==> src/rtl/mem_access_ctrl.sv <==
// mem_access_ctrl: MEM-stage load/store controller on a single-outstanding req/ack bus; MEM_TIMEOUT_EN adds an ack timeout.
module mem_access_ctrl #(
  parameter int WORD = 32,
  parameter int TIMEOUT_CYCLES = 255
) (
  input  logic            clk,
  input  logic            rst,
  input  logic            mem_valid_in,
  input  logic            mem_we_in,
  input  logic [1:0]      mem_size_in,
  input  logic            mem_sign_in,
  input  logic [WORD-1:0] addr_in,
  input  logic [WORD-1:0] wdata_in,
  output logic            stall_out,
  output logic [WORD-1:0] rdata_out,
  output logic            rdata_valid_out,
  output logic            misalign_out,
  output logic            bus_err_out,
  output logic            bus_req,
  output logic            bus_we,
  output logic [WORD-1:0] bus_addr,
  output logic [3:0]      bus_wstrb,
  output logic [WORD-1:0] bus_wdata,
  input  logic            bus_ack,
  input  logic [WORD-1:0] bus_rdata
);
  typedef enum logic [1:0] {IDLE, REQ, DONE} state_t;
  state_t state;
  logic [1:0] a, a_q, sz_q;
  logic sg_q, aligned, start, tmo;
  logic [3:0] strb;
  logic [WORD-1:0] wd, sh, ext;
  assign a = addr_in[1:0];
  assign aligned = mem_size_in == 2'b00 ? 1'b1 : mem_size_in == 2'b01 ? !a[0] : a == 2'b00;
  assign start = mem_valid_in & aligned & (state == IDLE);
  assign stall_out = start | (state == REQ);
  always_comb begin
    strb = !mem_we_in ? 4'b0000 : mem_size_in == 2'b00 ? 4'b0001 << a :
           mem_size_in == 2'b01 ? (a[1] ? 4'b1100 : 4'b0011) : 4'b1111;
    wd = mem_size_in == 2'b00 ? {4{wdata_in[7:0]}} :
         mem_size_in == 2'b01 ? {2{wdata_in[15:0]}} : wdata_in;
    sh = bus_rdata >> {a_q, 3'b000};
    ext = sz_q == 2'b00 ? {{(WORD-8){sg_q & sh[7]}}, sh[7:0]} :
          sz_q == 2'b01 ? {{(WORD-16){sg_q & sh[15]}}, sh[15:0]} : sh;
  end
`ifdef MEM_TIMEOUT_EN
  localparam int CW = $clog2(TIMEOUT_CYCLES + 1) < 8 ? 8 : $clog2(TIMEOUT_CYCLES + 1);
  logic [CW-1:0] cnt;
  assign tmo = cnt == CW'(TIMEOUT_CYCLES - 1);
  always_ff @(posedge clk)
    if (rst) cnt <= '0;
    else cnt <= state == REQ ? cnt + 1'b1 : '0;
`else
  assign tmo = 1'b0;
`endif
  always_ff @(posedge clk) begin
    if (rst) begin
      state <= IDLE;
      a_q <= '0;
      sz_q <= '0;
      sg_q <= 1'b0;
      rdata_out <= '0;
      rdata_valid_out <= 1'b0;
      misalign_out <= 1'b0;
      bus_err_out <= 1'b0;
      bus_req <= 1'b0;
      bus_we <= 1'b0;
      bus_addr <= '0;
      bus_wstrb <= '0;
      bus_wdata <= '0;
    end else begin
      rdata_valid_out <= 1'b0;
      misalign_out <= 1'b0;
      bus_err_out <= 1'b0;
      case (state)
        IDLE: begin
          misalign_out <= mem_valid_in & !aligned;
          if (start) begin
            state <= REQ;
            a_q <= a;
            sz_q <= mem_size_in;
            sg_q <= mem_sign_in;
            bus_req <= 1'b1;
            bus_we <= mem_we_in;
            bus_addr <= {addr_in[WORD-1:2], 2'b00};
            bus_wstrb <= strb;
            bus_wdata <= wd;
          end
        end
        REQ:
          if (bus_ack | tmo) begin
            state <= DONE;
            bus_req <= 1'b0;
            rdata_valid_out <= 1'b1;
            bus_err_out <= !bus_ack;
            rdata_out <= bus_ack & !bus_we ? ext : '0;
          end
        default: state <= IDLE;
      endcase
    end
  end
endmodule

==> config.mk <==
export PLATFORM = sky130hd
export DESIGN_NAME = mem_access_ctrl
export DESIGN_NICKNAME = d
export VERILOG_FILES = /design/src/rtl/mem_access_ctrl.sv
export SDC_FILE = /design/constraint.sdc
export NUM_CORES = 1
export LEC_CHECK = 0
export CORE_MARGIN = 2
export CORE_UTILIZATION = 38
export DETAILED_ROUTE_END_ITERATION = 8
export PLACE_DENSITY = 0.87
export SLEW_MARGIN = 5
export SYNTH_ARGS = -nofsm -noshare
export SYNTH_HDL_FRONTEND = slang
export SYNTH_SLANG_ARGS = --single-unit
==> constraint.sdc <==
create_clock -name clk -period 1.9 [get_ports clk]
set_clock_uncertainty 0.2 [all_clocks]
set_input_delay 0.285 -clock clk [delete_from_list [all_inputs] [get_ports clk]]
set_output_delay 0.285 -clock clk [all_outputs]
set_load 0.1 [all_outputs]
==> results of run 1 <==
## worst max-delay path: cells and delay by family, from the launching register on
| kind | cells | cell delay [ps] |
|---|---|---|
| AND/OR/NAND/NOR | 1 | 120 |
| AO/OA/AOI/OAI | 2 | 330 |
| buffers and inverters | 1 | 170 |
| multiplexers | 1 | 560 |
| flip-flops | 1 | 380 |
## cell type report
type | instances | area share
clock inverters | 5 | 0.006642
repair buffers | 245 | 0.4114
flip-flops and latches | 110 | 0.2614
clock buffers | 11 | 0.02863
inverters | 2 | 0.0008856
well taps | 147 | 0.02170
multi-input cells | 395 | 0.2694
## placed cells by master, fill, tap and decap left out, types with 7 or more instances in the layout
| master | instances |
|---|---|
| a2bb2oi_1 | 8 |
| o21ai_0 | 8 |
| a211oi_1 | 15 |
| clkbuf_16 | 9 |
| clkdlybuf4s50_1 | 99 |
| a32oi_1 | 7 |
| buf_12 | 111 |
| a21oi_1 | 60 |
| dfxtp_1 | 105 |
| buf_4 | 31 |
| nor2_1 | 38 |
| a221o_1 | 8 |
| o21ai_1 | 17 |
| nand2_1 | 142 |
| mux2i_1 | 30 |
| a311oi_1 | 8 |
| o21bai_1 | 8 |
| nor2b_1 | 8 |
| a211o_1 | 7 |
## sequential cells by signal, indices dropped and copies added (netlist names), 2 cells and up
register,cells
rdata_out,32
bus_wdata,32
bus_addr,30
bus_wstrb,4
a_q,2
sz_q,2
state,2
## metrics by stage
stage	hold WS, ps	instance area [um^2]	cells	TNS, ps
after floorplan	210.7	4677	554	-66.89
after global placement	273.8	8104	897	-20010
after detailed placement	284.8	8104	897	-20990
after CTS	224.1	8437	914	0
after global routing	274.4	8477	915	-18.41
final	236.1	8477	915	0
## power by group through the flow
| stage | Combinational [W] | Clock (W) | Sequential (W) |
|---|---|---|---|
| 2_1_floorplan | 0.000438 | 0 | 0.00322 |
| 3_3_place_gp | 0.00195 | 0 | 0.00257 |
| 3_5_place_dp | 0.00197 | 0 | 0.00258 |
| 4_1_cts | 0.00198 | 0.00196 | 0.00253 |
| 5_1_grt | 0.00207 | 0.00207 | 0.00254 |
| 6_report | 0.00199 | 0.00192 | 0.00252 |
## repair_timing
item                                    in CTS  in global routing
resized for setup                            7                 10
pin swaps                                    2                  2
hold buffers                                 0                  0
setup buffers                                1                  1
endpoints found under the setup margin      25                 13
gates cloned                                 0                  0
## layer usage
metal | global-route usage | vias to the layer above | part of all wire
met5 | 0 | - | 0
met4 | 0.1179 | 0 | 0.037
met3 | 0.07941 | 41 | 0.080
met2 | 0.3988 | 206 | 0.50
met1 | 0.2747 | 2290 | 0.39
li1 | - | 2333 | -
## logic make-up after synthesis
| group | Yosys count | synth area share |
|---|---|---|
| buffers and inverters | 49 | 0.04840 |
| AOI/OAI and AO/OA | 155 | 0.2221 |
| and+or+nand+nor | 204 | 0.1818 |
| other | 1 | 0.0008059 |
| DFF | 110 | 0.4732 |
| muxes | 33 | 0.07368 |
## worst paths after layout
| kind | start | endpoint | slack (ps) |
|---|---|---|---|
| worst min register to register | bus_addr[22]$_SDFFE_PP0P_ | bus_addr[22]$_SDFFE_PP0P_ | 290 |
| worst min-delay path | rst | a_q[1]$_SDFFE_PP0P_ | 240 |
| worst max register to register | a_q[1]$_SDFFE_PP0P_ | rdata_out[31]$_SDFFE_PP0P_ | 30 |
| worst max-delay path | a_q[1]$_SDFFE_PP0P_ | rdata_out[31]$_SDFFE_PP0P_ | 30 |
==> impl_metrics.toml, run 1 <==
[run_status]
status = "completed"

[power]
power_density_nw_per_um2 = 759.0
p_int_w = 0.004265
p_switching_w = 0.002168
combPwrFrac = 0.309
leakage_nw = 3.245
netSwitchingFraction = 0.3370
ir_drop_uv = 572.8
clkPwrFrac = 0.299
p_total_w = 0.006434
p_seq_frac = 0.392

[route]
routed_via_density = 5.322
antenna_left = 0
drc_errors = 0
drt_pre_antenna_iters = 5
post_drt_wl_per_cell_um = 17.09
drt-initial-drc-count = 290
wirelength_um = 15630
num_vias = 4870

[critical_path]
cpPeakStageDelay_ps = 560
critPathLaunchType = "flip-flop"
cp_max_fo = 16
required_ps = 1940
r2r_cells = 5
crit_arrival_ps = 1910
slowest_stage = "mux4_2"
path_class = "flip-flop to flip-flop"
path_cells = "mux4_2 > nor2_4 > a2111oi_4 > buf_12 > a221o_1"
end_kind = "flip-flop"

[global_route]
grt_overflow = 0
grt_antenna_before_repair = 0
grt_pass1_vias = 4747
grt_pass1_wl_um = 24460
grt_max_degree = 67
grtUsageTotal = 0.2392

[cells_and_area]
n_antenna_cell = 0
seqCellArea_um2 = 2216
fin_nets = 867
multi_input_area_um2 = 2283
syn_to_final_growth_pct = 82.17
drive_gt1_frac = 0.2305
utilization = 0.7087
nFillCells = 835

[sta]
rsz0062_at_grt = "true"
setup_slack_ps = 32.97
finalHoldViolations = 0
worst_pin_slew_ps = 699.5
slew_headroom = 0.5336
max_freq_ghz = 0.5356
period_share = 0.9826
fin_crit_ps = 1867
slew_viol_final = 0
finalSetupViolCount = 0

[synth]
yosys_warnings = 0
ys_ff_latch = 110
syn_inst = 552
ys.flop_type = "dfxtp_1"
synth_common_cells = "142 x nand2_1, 110 x dfxtp_1, 60 x a21oi_1, 38 x nor2_1, 32 x mux2i_1"
yosysMostFrequentCell = "nand2_1"
synth_top_area_cell = "dfxtp_1"
synthDistinctLibCells = 41
synth_top_area_frac = 0.4732
yosysSeqAreaShare = 0.4732
syn_area_per_cell_um2 = 8.430
synth-edff-count = 0
async_reset_ff_frac = 0
ys_top_cells_by_area = "dfxtp_1 47%, nand2_1 11%, mux2i_1 6.9%"
synth.cell_area_um2 = 4653

[placement]
place_ws_ps = -469.4
io_buffer_count = 207
place_hpwl_um = 11850
gp_congestion = 0.8959

[die]
io_pins = 210
core_um2 = 11960
start_util = 0.3890
die_y_um = 114.7
rows = 40
fp.dieW_um = 114.7
die_area_um2 = 13150

[worst_hold_path]
whs_path_depth = 3
hold_class = "input pin to flip-flop"

[cts]
clk_latency_ps = 350
cts_tree = "yes"
h-tree-depth = 3
clockRootBuffer = "clkbuf_16"
cts_made_buffers = 9
clkSinkCount = 110
max-clock-path-buffers = 2
path_clk_slew_ps = 70

[job]
maxCapViolations = 0
(Power assumes the default switching activity.)
==> run 2: changes to the inputs <==
--- a/config.mk
+++ b/config.mk
@@ -8,8 +8,8 @@
 export CORE_MARGIN = 2
 export CORE_UTILIZATION = 38
 export DETAILED_ROUTE_END_ITERATION = 8
+export HOLD_SLACK_MARGIN = 0.02
 export PLACE_DENSITY = 0.87
-export SLEW_MARGIN = 5
 export SYNTH_ARGS = -nofsm -noshare
 export SYNTH_HDL_FRONTEND = slang
 export SYNTH_SLANG_ARGS = --single-unit
==> results of run 2 <==
Final layout, timing and power as in run 1 (identical DEF).
